[src/rtl/falling_edge_detector.sv]
`default_nettype none
// ============================================================================
//  Module   : falling_edge_detector
//  Purpose  : Per-channel falling-edge detector with an optional input
//             synchronizer, programmable-length registered output pulses
//             and a saturating edge counter summed over all channels.
//  Revision : 1.0  initial release
// ============================================================================
module falling_edge_detector #(
    parameter int WIDTH        = 1,   // number of independent channels
    parameter int SYNC_STAGES  = 0,   // synchronizer depth, 0..4
    parameter int PULSE_CYCLES = 1,   // pulse length in cycles, >= 1
    parameter int CNT_W        = 16   // edge counter width
) (
    input  logic             clk,
    input  logic             rst,
    input  logic [WIDTH-1:0] in,
    output logic [WIDTH-1:0] pulse,
    output logic [CNT_W-1:0] edge_cnt
);

    // Stretch counter holds the number of pulse cycles still owed after the
    // current one, so it needs to represent PULSE_CYCLES-1 at most.
    localparam int c_stretch_w = (PULSE_CYCLES > 1) ? $clog2(PULSE_CYCLES) : 1;
    localparam logic [c_stretch_w-1:0] c_reload = c_stretch_w'(PULSE_CYCLES - 1);

    // Popcount width and a sum width wide enough that count + popcount
    // can never overflow before the saturation compare.
    localparam int c_pop_w = $clog2(WIDTH + 1);
    localparam int c_sum_w = ((CNT_W > c_pop_w) ? CNT_W : c_pop_w) + 1;
    localparam logic [CNT_W-1:0] c_cnt_max = {CNT_W{1'b1}};

    logic [WIDTH-1:0]       w_s;        // synchronized input
    logic [WIDTH-1:0]       r_prev;     // previous sample of w_s
    logic [WIDTH-1:0]       w_fall;     // falling edge seen this cycle
    logic [WIDTH-1:0]       r_pulse;
    logic [c_stretch_w-1:0] r_stretch [WIDTH];
    logic [CNT_W-1:0]       r_edge_cnt;
    logic [c_pop_w-1:0]     w_pop;
    logic [c_sum_w-1:0]     w_sum;
    logic [CNT_W-1:0]       w_cnt_next;

    // ------------------------------------------------------------------
    // Optional synchronizer chain
    // ------------------------------------------------------------------
    generate
        if (SYNC_STAGES > 0) begin : g_sync
            logic [WIDTH-1:0] r_sync [SYNC_STAGES];

            // Shift the raw inputs through SYNC_STAGES flops.
            always_ff @(posedge clk or posedge rst) begin
                if (rst) begin
                    for (int k = 0; k < SYNC_STAGES; k++) begin
                        r_sync[k] <= '0;
                    end
                end else begin
                    r_sync[0] <= in;
                    for (int k = 1; k < SYNC_STAGES; k++) begin
                        r_sync[k] <= r_sync[k-1];
                    end
                end
            end

            assign w_s = r_sync[SYNC_STAGES-1];
        end else begin : g_nosync
            assign w_s = in;
        end
    endgenerate

    // ------------------------------------------------------------------
    // Edge detection
    // ------------------------------------------------------------------
    // A fall is a 1 in the previous sample followed by a 0 now; the reset
    // value of 0 means neither a high nor a low level at release fires.
    assign w_fall = r_prev & ~w_s;

    // Remember last cycle's synchronized sample.
    always_ff @(posedge clk or posedge rst) begin
        if (rst) begin
            r_prev <= '0;
        end else begin
            r_prev <= w_s;
        end
    end

    // ------------------------------------------------------------------
    // Pulse stretching
    // ------------------------------------------------------------------
    // A fall raises the pulse and (re)loads the owed-cycle count; otherwise
    // the pulse holds while cycles are still owed, then drops.
    always_ff @(posedge clk or posedge rst) begin
        if (rst) begin
            r_pulse <= '0;
            for (int i = 0; i < WIDTH; i++) begin
                r_stretch[i] <= '0;
            end
        end else begin
            for (int i = 0; i < WIDTH; i++) begin
                if (w_fall[i]) begin
                    r_pulse[i]   <= 1'b1;
                    r_stretch[i] <= c_reload;
                end else if (r_stretch[i] != '0) begin
                    r_pulse[i]   <= 1'b1;
                    r_stretch[i] <= r_stretch[i] - 1'b1;
                end else begin
                    r_pulse[i]   <= 1'b0;
                end
            end
        end
    end

    // ------------------------------------------------------------------
    // Saturating edge counter
    // ------------------------------------------------------------------
    // Count falls this cycle and form the saturated next count.
    always_comb begin
        w_pop = '0;
        for (int i = 0; i < WIDTH; i++) begin
            w_pop = w_pop + c_pop_w'(w_fall[i]);
        end
        w_sum = c_sum_w'(r_edge_cnt) + c_sum_w'(w_pop);
        if (w_sum > c_sum_w'(c_cnt_max)) begin
            w_cnt_next = c_cnt_max;
        end else begin
            w_cnt_next = w_sum[CNT_W-1:0];
        end
    end

    // Register the edge count.
    always_ff @(posedge clk or posedge rst) begin
        if (rst) begin
            r_edge_cnt <= '0;
        end else begin
            r_edge_cnt <= w_cnt_next;
        end
    end

    assign pulse    = r_pulse;
    assign edge_cnt = r_edge_cnt;

endmodule
`default_nettype wire

[config.mk]
export PLATFORM = sky130hd
export DESIGN_NAME = falling_edge_detector
export DESIGN_NICKNAME = d
export VERILOG_FILES = /design/src/rtl/falling_edge_detector.sv
export SDC_FILE = /design/constraint.sdc
export NUM_CORES = 1
export LEC_CHECK = 0
export ABC_AREA = 1
export CAP_MARGIN = 20
export CORE_MARGIN = 4
export CORE_UTILIZATION = 44
export DETAILED_ROUTE_END_ITERATION = 10
export GPL_TIMING_DRIVEN = 1
export PLACE_DENSITY = 0.84
export SLEW_MARGIN = 20
export SYNTH_ARGS = -nofsm -noshare
export SYNTH_HDL_FRONTEND = slang
export SYNTH_SLANG_ARGS = --single-unit
[constraint.sdc]
create_clock -name clk -period 1.5 [get_ports clk]
set_input_delay 0.15 -clock clk [delete_from_list [all_inputs] [get_ports clk]]
set_output_delay 0.15 -clock clk [all_outputs]
set_load 0.05 [all_outputs]
### Yosys cells after proc, flatten, opt, wreduce, memory -nomap -nowiden

Cells that the tools add are included.

| cells by class | value |
|---|---|
| bitwise operators | 2 |
| add/sub/neg operators | 2 |
| mux-type cells | 5 |
| $lt $le $gt $ge | 1 |

Operators by type and width:

| kind | count |
|---|---|
| $add A16 B1 Y17 | 1 |
| $gt A17 B16 Y1 const B | 1 |
| $mux W16 | 1 |
| $mux W1 | 4 |
| $and A1 B1 Y1 | 1 |
| $not A1 Y1 | 1 |
| $sub A1 B1 Y1 const B | 1 |

| storage, ports and cells | value |
|---|---|
| bits in registers | 19 |
| bits of input ports | 3 |
| output and inout port bits | 17 |

### Depth between registers and ports, before layout

Gate-level depths: netlist (run 1).

| logic depth | value |
|---|---|
| depth in word-level cells | 5 |
| mapped depth | 10 |
| depth with buffers taken out | 10 |

### Least setup slack after synthesis (run 1)

Ideal clock, no wire load.

| timing path | value |
|---|---|
| kind | register to register |
| from | register r_edge_cnt[0] (netlist: edge_cnt[0]) |
| to | register r_edge_cnt[13] (netlist: edge_cnt[13]) |
| data arrival time | 1,649 ps |
| data required time | 1,435 ps |
| cell stages (with the launch flop) | 9 |
| setup slack | -214 ps |
| cell sequence | dfrtp_1 -> ha_1 -> nand2_2 -> nor2_4 -> nand2_4 -> nor2_4 -> nand3_4 -> buf_6 -> nand2_1 |

| on the way | value |
|---|---|
| cells in the longest elaborated chain, start to end | 3 |

RTL lines:

| item | line | source |
|---|---|---|
| from (decl) | 38 | `logic [CNT_W-1:0] r_edge_cnt;` |
| from (signal assigned) | 134 | `r_edge_cnt <= w_cnt_next;` |
| $add A16 B1 Y17 * | 121 | `w_sum = c_sum_w'(r_edge_cnt) + c_sum_w'(w_pop);` |
| $gt A17 B16 Y1 | 122 | `if (w_sum > c_sum_w'(c_cnt_max)) begin` |
| $mux W16 * | 122 |  |
| via w_cnt_next[13] | 41 | `logic [CNT_W-1:0] w_cnt_next;` |

The timed path passes the listed nets; every way through them passes the cells marked *.

### Worst setup path in the final report (run 1)

| timing path | value |
|---|---|
| from | register r_prev |
| to | register r_edge_cnt[8] (netlist: edge_cnt[8]) |

| on the way | value |
|---|---|
| cells in the longest elaborated chain, start to end | 4 |

RTL lines:

| item | line | source |
|---|---|---|
| from (decl) | 34 | `logic [WIDTH-1:0] r_prev;` |
| from (signal assigned) | 82 | `r_prev <= w_s;` |
| $and A1 B1 Y1 * | 75 | `assign w_fall = r_prev & ~w_s;` |
| via w_fall | 35 | `logic [WIDTH-1:0] w_fall;` |
| $add A16 B1 Y17 * | 121 |  |
| $gt A17 B16 Y1 | 122 |  |
| $mux W16 * | 122 |  |
| via w_cnt_next[8] | 41 |  |

Marked as above.

==> metrics.yaml, run 1 <==
layout:
  antenna_cells: 0
  final_core_util: 0.653
  final_cell_mix: "nand2_1 (35), buf_4 (23), nor2_1 (13)"
  final_cells: 175
  final_common_cell: "nand2_1"
  finish.net_count: 154
  areaGrowthSynthToFinish_pct: 36.5
  layout-drive-gt1-share: 0.426
floorplan:
  core_area_um2: 2040
  start_util: 0.478
  fp-row-count: 16
  die_h_um: 55.1
  dieArea_um2: 3040
  pin_count: 20
  chipWidth_um: 55.1
sta:
  relSlewSlack: 0.688
  finalClockSkew_ns: 0.00103
  rsz0062_at_grt: "yes"
  slew_violations: 0
  tightestPinTransition_ns: 0.466
  final-setup-viol-count: 0
  hold_violations: 0
  max_freq_ghz: 0.676
  final.period_utilization: 0.986
  fin_crit_ns: 1.48
  fin_hold_ws_ns: 0.151
  setup_slack_ns: 0.0206
place:
  hpwl_um: 1540
  dpl.cell_count: 168
  port_buffers: 19
  dp_slack_ns: -0.328
  gp_congestion: 0.867
drt:
  routed_wirelength_um: 2210
  wire_per_inst_um: 12.7
  drt_iter0_markers: 14
  drc_errors: 0
  via_per_inst: 4.91
  drtPass1Iterations: 4
  antenna_left: 0
  via_count: 860
cts:
  cts_buffers: 3
  cts_root_buf: "clkbuf_4"
  cts_hold_buf: 0
  cts_max_level: 1
  cts_tree: "yes"
  clkLatencyLatePin_ns: 0.30
  cts.sinks: 18
  cts_buffer_depth: 2
  path_clk_slew_ns: 0.10
logic_synthesis:
  synth_top_cell_by_area: "dfrtp_1"
  netlist_instances: 117
  synth-seq-area-share: 0.462
  yosys.cell_types.count: 17
  synth_fp_nets: 122
  synth_area_um2: 976
  yosys_warnings: 0
  yosysTopAreaCellShare: 0.462
  avgSynthCellArea_um2: 8.34
  synth.ff_latch_count: 18
  synthTopCellsByArea: "dfrtp_1 (46%), nand2_1 (14%), nor2_1 (6.5%)"
power:
  pwr-share-comb: 0.390
  clkPwrFrac: 0.188
  swShare: 0.420
  p_sw_mw: 0.685
  p_leak_nw: 0.628
  ir_drop_mv: 1.08
  p_int_mw: 0.944
  power_frac_seq: 0.422
  p_per_area_nw_per_um2: 1220
worst_setup_path:
  worst-setup-path-type: "reg -> reg"
  startpoint: "r_prev"
  cp_common_cell: "nor2_4"
  rr_endpoint: "edge_cnt[8]"
  cp_num_buf_inv: 1
  reg2regPathDepth: 9
  required_ns: 1.74
  reg2reg_slack_ns: 0.02
  critPathLaunchType: "register"
  slowest_delay_ns: 0.37
  crit_path_end_kind: "register"
  cpMaxStageDelayCell: "dfrtp_1"
  crit_chain: "inv_2 -> nor2_4 -> ha_4 -> nand2_4 -> nor2_4 -> nand2_4 -> nor2_4 -> nand3_4 -> nand2_1"
  cp.arrival_ns: 1.72
  cp_top_family: "simple AND/OR/NAND/NOR gates"
  r2r_start: "r_prev"
  cp_max_fo: 8
status:
  outcome: "complete, no violations"
grt:
  grt_pass1_vias: 859
  antenna_found_initial: 0
  grt_max_degree: 19
  grt_pass1_wl_um: 3610
  gr-total-overflow: 0
  grt_use_total: 0.169
job:
  maxCapViolations: 0
min_path:
  min_path_type: "in -> async"
==> worst reg2reg max path, delay by kind of cell, from the launching register on <==
| family | cells | cell delay, ns |
|---|---|---|
| DFF | 1 | 0.37 |
| buffers and inverters | 1 | 0.05 |
| and+or+nand+nor | 7 | 0.86 |
| adders and majority gates | 1 | 0.15 |
==> how the worst max path moves through the flow <==
stage / to / slack, ns / cells after the start
finish: edge_cnt[8] / 0.02 / 9
detailed placement: edge_cnt[15] / -0.33 / 10
CTS: edge_cnt[10] / -0.01 / 9
floorplan: edge_cnt[13] / 0.002 / 8
global route: edge_cnt[9] / -0.1 / 10
global placement: edge_cnt[15] / -0.26 / 10
==> power by group through the flow <==
| stage | clock, mW | combinational [mW] | sequential (mW) |
|---|---|---|---|
| 2_1_floorplan | 0 | 0.186 | 0.937 |
| 3_3_place_gp | 0 | 0.616 | 0.686 |
| 3_5_place_dp | 0 | 0.621 | 0.687 |
| 4_1_cts | 0.322 | 0.626 | 0.678 |
| 5_1_grt | 0.347 | 0.676 | 0.701 |
| 6_report | 0.306 | 0.636 | 0.688 |
==> registers in the layout, indices dropped and copies added, names as in the netlist <==
name and count:
edge_cnt 16, pulse 1, r_prev 1
==> area by class of cell <==
class	instances	area [um^2]
fill	177	709
multi-input combinational	89	537
sequential	18	464
timing repair buffer	27	224
inverter	10	37.5
clock buffer	4	36.3
tap	27	33.8
==> stage by stage <==
stage / power, mW / TNS, ns / area, um^2
after floorplan: 1.12 / 0 / 1000
after global placement: 1.30 / -3.20 / 1230
after detailed placement: 1.31 / -4.46 / 1230
after CTS: 1.63 / -0.0256 / 1280
after global routing: 1.73 / -1.00 / 1330
final: 1.63 / 0 / 1330
==> cells in the mapped netlist <==
cell type  number
nand2_1        36
nand2_2         9
nand3_1         2
nand2_4         1
nor2_4          2
inv_1          10
xor2_1          5
o21bai_1        4
o21ai_0         2
nor2_2          1
nor2_1         17
ha_1            2
buf_6           1
dfrtp_1        18
xnor2_1         3
nand3_4         1
nand4_1         3
==> cell families after synthesis <==
family	synth area share
compound gates	0.0410
xor+xnor	0.0718
fa+ha+maj	0.0256
buf+inv	0.0500
flops	0.462
simple gates	0.350
==> routing by layer <==
layer | wire, um | track usage | part of all wire | up-vias
li1 | - | - | - | 425
met1 | 937 | 0.203 | 0.42 | 405
met2 | 1100 | 0.274 | 0.50 | 23
met3 | 113 | 0.0402 | 0.051 | 7
met4 | 61 | 0.0972 | 0.028 | 0
met5 | 0 | 0 | 0 | -
==> timing repair <==
item                       in CTS  in global routing
setup buffers                   0                  2
cloned                          0                  1
pin swaps                       1                  5
setup endpoints to repair      16                 16
resized for setup               3                  8
No activity file was read; power rests on OpenSTA's default activity.
==> inputs of run 2 (changes only) <==
--- a/config.mk
+++ b/config.mk
@@ -5,10 +5,10 @@
 export SDC_FILE = /design/constraint.sdc
 export NUM_CORES = 1
 export LEC_CHECK = 0
-export ABC_AREA = 1
+export ABC_AREA = 0
 export CAP_MARGIN = 20
 export CORE_MARGIN = 4
-export CORE_UTILIZATION = 44
+export CORE_UTILIZATION = 43
 export DETAILED_ROUTE_END_ITERATION = 10
 export GPL_TIMING_DRIVEN = 1
 export PLACE_DENSITY = 0.84
==> constraint.sdc (replaced) <==
create_clock -name clk -period 1.25 [get_ports clk]
set_input_delay 0.125 -clock clk [delete_from_list [all_inputs] [get_ports clk]]
set_output_delay 0.125 -clock clk [all_outputs]
set_load 0.05 [all_outputs]
==> metrics.yaml, run 2 <==
place:
  hpwl_um: 1670
  gp_congestion: 0.798
  placed_cell_area_um2: 1450
  port_buffers: 19
drt:
  antenna_left: 0
  drt_iter0_markers: 23
  wire_per_inst_um: 15.2
  drc_errors: 0
  routed_wirelength_um: 2330
  via_count: 786
  via_per_inst: 5.14
  drtPass1Iterations: 4
worst_setup_path:
  reg2regPathDepth: 6
  cp_max_fo: 3
  required_ns: 1.45
  startpoint: "r_prev"
  cp.arrival_ns: 1.66
  critPathLaunchType: "register"
  worst-setup-path-type: "reg -> reg"
  r2r_start: "r_prev"
  crit_path_end_kind: "register"
logic_synthesis:
  synth.ff_latch_count: 18
  yosys.cell_types.count: 29
  yosysTopAreaCellShare: 0.508
  synth-edff-count: 0
  yosys_warnings: 0
  synthTopCellsByArea: "dfrtp_1 (51%), xor2_1 (7.9%), nand2_1 (7.2%)"
  netlist_instances: 80
  synth_area_um2: 886
  ys_top_cells_by_count: "dfrtp_1 (18), nand2_1 (17), xor2_1 (8)"
  synth_top_cell_by_area: "dfrtp_1"
  synth_most_common_cell: "dfrtp_1"
  synth-seq-area-share: 0.508
  avgSynthCellArea_um2: 11.1
  synth_fp_nets: 85
  ys_dominant_reg_cell: "dfrtp_1"
  async_flop_share: 1.00
sta:
  max_freq_ghz: 0.683
  final-setup-viol-count: 16
  fin_crit_ns: 1.46
  finalClockSkew_ns: 0.00568
  hold_violations: 0
  fin_hold_ws_ns: 0.124
  slew_violations: 0
  tightestPinTransition_ns: 0.262
  setup_slack_ns: -0.215
  rsz0062_at_grt: "yes"
  relSlewSlack: 0.826
  final.period_utilization: 1.17
layout:
  n_fill_cell: 121
  antenna_cells: 0
  final_area_um2: 1560
  final-seq-area_um2: 465
  layout-drive-gt1-share: 0.571
  areaGrowthSynthToFinish_pct: 76.6
  multi_input_area_um2: 477
  final_common_cell: "buf_4"
  final_cell_mix: "buf_4 (23), nand2_1 (17), buf_12 (17)"
  largest_reg_flops: 16
  finish.net_count: 132
grt:
  grt_max_degree: 19
  grt_pass1_vias: 798
  grt_use_total: 0.182
  gr-total-overflow: 0
  antenna_found_initial: 0
  grt_pass1_wl_um: 3620
power:
  ir_drop_mv: 1.32
  pwr-share-comb: 0.499
  total_power_mw: 2.37
  swShare: 0.386
  p_leak_nw: 0.763
  power_frac_seq: 0.346
  clkPwrFrac: 0.155
  p_per_area_nw_per_um2: 1520
  p_sw_mw: 0.915
  p_int_mw: 1.46
floorplan:
  dieArea_um2: 2850
  fp-row-count: 16
  start_util: 0.452
  core_area_um2: 1960
  chipWidth_um: 53.4
  pin_count: 20
  die_h_um: 53.4
job:
  maxCapViolations: 0
cts:
  cts_root_buf: "clkbuf_4"
  cts_buffers: 3
  clkLatencyLatePin_ns: 0.30
  cts_tree: "yes"
  cts_hold_buf: 0
  path_clk_slew_ns: 0.11
  cts.sinks: 18
  cts_buffer_depth: 2
  cts_max_level: 1
status:
  violations: "negative setup slack"
  outcome: "complete, but fails checks"
min_path:
  min_path_type: "in -> async"
run 2: changes by cell type after synthesis, moves of 2 or more:
cell / previous run / this run
and4_1: 0 / 2
nand2_1: 36 / 17
and3_1: 0 / 2
inv_1: 10 / 2
nor2_1: 17 / 2
nand2_2: 9 / 0
xor2_1: 5 / 8
o21bai_1: 4 / 0
run 2: stage by stage:
step                 util  TNS [ns]  setup slack, ns  instances
floorplan               -     -2.97           -0.353         80
global placement    0.738     -8.30           -0.566        144
detailed placement  0.738     -9.32           -0.632        144
CTS                 0.782     -2.87           -0.223        152
global route        0.797     -3.68           -0.273        153
finish              0.797     -2.54           -0.215        153
run 2: kinds of logic after synthesis:
| group | synth area share |
|---|---|
| AO/OA/AOI/OAI | 0.0127 |
| flip-flops | 0.508 |
| adder cells (fa/ha/maj) | 0.0282 |
| buffers and inverters | 0.0226 |
| XOR/XNOR | 0.119 |
| AND/OR/NAND/NOR | 0.281 |
| multiplexers | 0.0282 |
run 2: what timing repair did:
action,CTS,global route
endpoints found under the setup margin,16,16
cloned,1,0
gates resized for setup,4,5
hold endpoints to repair,0,0
pin swaps,4,0
setup buffers,3,1
run 2: worst paths after layout:
| check | to | slack, ns |
|---|---|---|
| setup / recovery | edge_cnt[14] | -0.21 |
| hold / removal | r_prev | 0.12 |
| setup reg to reg | edge_cnt[14] | -0.21 |
| hold reg to reg | pulse | 0.54 |
| max in group asynchronous | edge_cnt[7] | 0.91 |
| min in group clk | r_prev | 0.34 |
run 2: critical path, stage by stage (launching register included):
cell,delay (ns)
dfrtp_1,0.34
nor2b_4,0.17
ha_4,0.16
nand4_4,0.09
nor2_4,0.13
and3_4,0.19
mux2_4,0.29
run 2: final cells by class:
| class | instances | share of cell area |
|---|---|---|
| Timing Repair Buffer | 43 | 0.348 |
| Multi-Input combinational cell | 59 | 0.305 |
| Sequential cell | 18 | 0.298 |
| Clock buffer | 4 | 0.0232 |
| Tap cell | 27 | 0.0216 |
| Inverter | 2 | 0.00480 |
run 2: per-layer routing:
| metal | global-route usage | vias up | wire, um |
|---|---|---|---|
| met5 | 0 | - | 0 |
| met4 | 0.106 | 0 | 84 |
| met3 | 0.0225 | 10 | 87 |
| met2 | 0.318 | 24 | 1250 |
| met1 | 0.208 | 386 | 911 |
| li1 | - | 366 | - |
run 2: power by group through the flow:
stage	combinational (mW)	clock, mW	sequential (mW)
after floorplan	0.152	0	1.17
after global placement	1.14	0	0.813
after detailed placement	1.17	0	0.821
after CTS	1.19	0.374	0.815
after global routing	1.24	0.398	0.829
final	1.18	0.369	0.821
==> inputs of run 3 (changes only) <==
--- a/config.mk
+++ b/config.mk
@@ -11,6 +11,7 @@
 export CORE_UTILIZATION = 43
 export DETAILED_ROUTE_END_ITERATION = 10
 export GPL_TIMING_DRIVEN = 1
+export HOLD_SLACK_MARGIN = 0.02
 export PLACE_DENSITY = 0.84
 export SLEW_MARGIN = 20
 export SYNTH_ARGS = -nofsm -noshare
==> results of run 3 <==
Same layout as run 2: the final DEF is identical, and so are final timing and power.
==> variant (config.mk and constraints of run 2) <==
Change the parameter `SYNC_STAGES` from 0 to 1.
--- a/src/rtl/falling_edge_detector.sv
+++ b/src/rtl/falling_edge_detector.sv
@@ -8,7 +8,7 @@
 // ============================================================================
 module falling_edge_detector #(
     parameter int WIDTH        = 1,   // number of independent channels
-    parameter int SYNC_STAGES  = 0,   // synchronizer depth, 0..4
+    parameter int SYNC_STAGES  = 1,   // synchronizer depth, 0..4
     parameter int PULSE_CYCLES = 1,   // pulse length in cycles, >= 1
     parameter int CNT_W        = 16   // edge counter width
 ) (
Formal check against the unedited RTL: not equivalent (a bounded check fails within 4 cycles, from zero or initial values and one cycle with rst high).
==> variant against run 2 <==
- the run still ends with negative setup slack left
- sequential cell count rose by 1
- maximum frequency decreased by 7.2%
- die area increased by 2.4%
- sequential power up 5.8%
- final area increased by 2.2%
- critical path depth unchanged
- power increased by 2.9%
- worst setup slack worse by 110 ps
- area after synthesis rose by 2.8%
- routed wire length is 9.4% higher
==> variant: results (changes against run 2) <==
status:
  violations: "negative setup slack"
  status: "finished with violations"
global_routing:
  gr-usage-met1_pct: 23.5  # +2.7 points
  grt.total_usage_pct: 20.2  # +2.0 points
  grt_max_degree: 20  # +1
  grt_pass1_vias: 874  # +9.5%
  use_met2_pct: 35.9  # +4.1 points
  grt_pass1_wl_mm: 4.10  # +13%
finish:
  nets: 134  # +1.5%
  multiInputGateArea_um2: 489  # +2.6%
  signal_buffers: 44  # +2.3%
  final-nonclk-buf-share_pct: 34.5  # -0.29 points
  final_util_pct: 80.7  # +0.96 points
  drive_gt1_share_pct: 60.2  # +3.0 points
  register_area_um2: 490  # +5.4%
  nClkBuffers: 4  # unchanged
  clkCellAreaFrac_pct: 1.64  # -0.68 points
  layoutNonFillerInstCount: 155  # +1.3%
setup_path:
  r2r-end: "edge_cnt[15]"
  cpPeakStageDelay_ps: 420  # +80 ps
  crit_arrival_ps: 1760  # +100 ps
  crit_start: "g_sync.r_sync"
  crit_fanout: 7  # +4
route:
  dr_wl_met2_mm: 1.43  # +15%
  vias_per_cell: 5.26  # +2.5%
  met3WireLength_um: 132  # +52%
  drt-met1-wl_um: 962  # +5.6%
  wl_per_cell_um: 16.5  # +8.0%
sta:
  setup_slack_ps: -329  # -114 ps
  finalSetupTns_ps: -4170  # -1630 ps
  skew_ps: 6.19  # +0.510 ps
  finalSetupViolations: 16  # unchanged
  finalHoldWorstSlack_ps: 129  # +5.51 ps
die:
  dieWidth_um: 54.0  # +1.2%
synthesis:
  synth-seq-cells: 19  # +1
  postSynthCellCount: 81  # +1.3%
  syn_nets: 86  # +1.2%
  synth_area_leaders: "dfrtp_1 (52%), xor2_1 (7.7%), nand2_1 (7.0%)"
  synthTopCellsByCount: "dfrtp_1 (19), nand2_1 (17), xor2_1 (8)"
  ys_seq_area_share_pct: 52.2  # +1.4 points
cts:
  cts_resized: 9  # +5
place:
  placed_cells: 145  # +0.69%
  gp_congestion: 0.798  # about the same
  placedInstanceArea_um2: 1470  # +1.7%
  dp_hpwl_mm: 1.65  # -1.0%
power_and_ir_drop:
  p_leak_nw: 0.769  # +0.82%
  peakVddDrop_mv: 1.70  # +29%
[variant: cell types whose count changed after synthesis]
cell | run 2 | this run
dfrtp_1 | 18 | 19
[variant: worst max-delay path, delay by kind of cell (launching register included)]
| kind | cells | cell delay [ps] |
|---|---|---|
| XOR/XNOR | 1 | 190 |
| adder cells (fa/ha/maj) | 1 | 210 |
| flip-flops | 1 | 420 |
| AND/OR/NAND/NOR | 4 | 650 |
[variant: cell families (layout without fill, tap and decap cells)]
kind of cell	count (synthesis)	in the layout	share of synthesized area (%)
multiplexers	2	2	2.75
XOR/XNOR	12	12	11.5
AO/OA/AOI/OAI	2	2	1.24
AND/OR/NAND/NOR	40	41	27.3
flip-flops	19	19	52.2
adder cells (fa/ha/maj)	2	2	2.75
buffers and inverters	4	50	2.20
[variant: report_power, final]
group	switching, mW	internal [mW]	total, mW
logic	0.637	0.624	1.26
registers	0.139	0.731	0.869
clock network	0.187	0.124	0.312
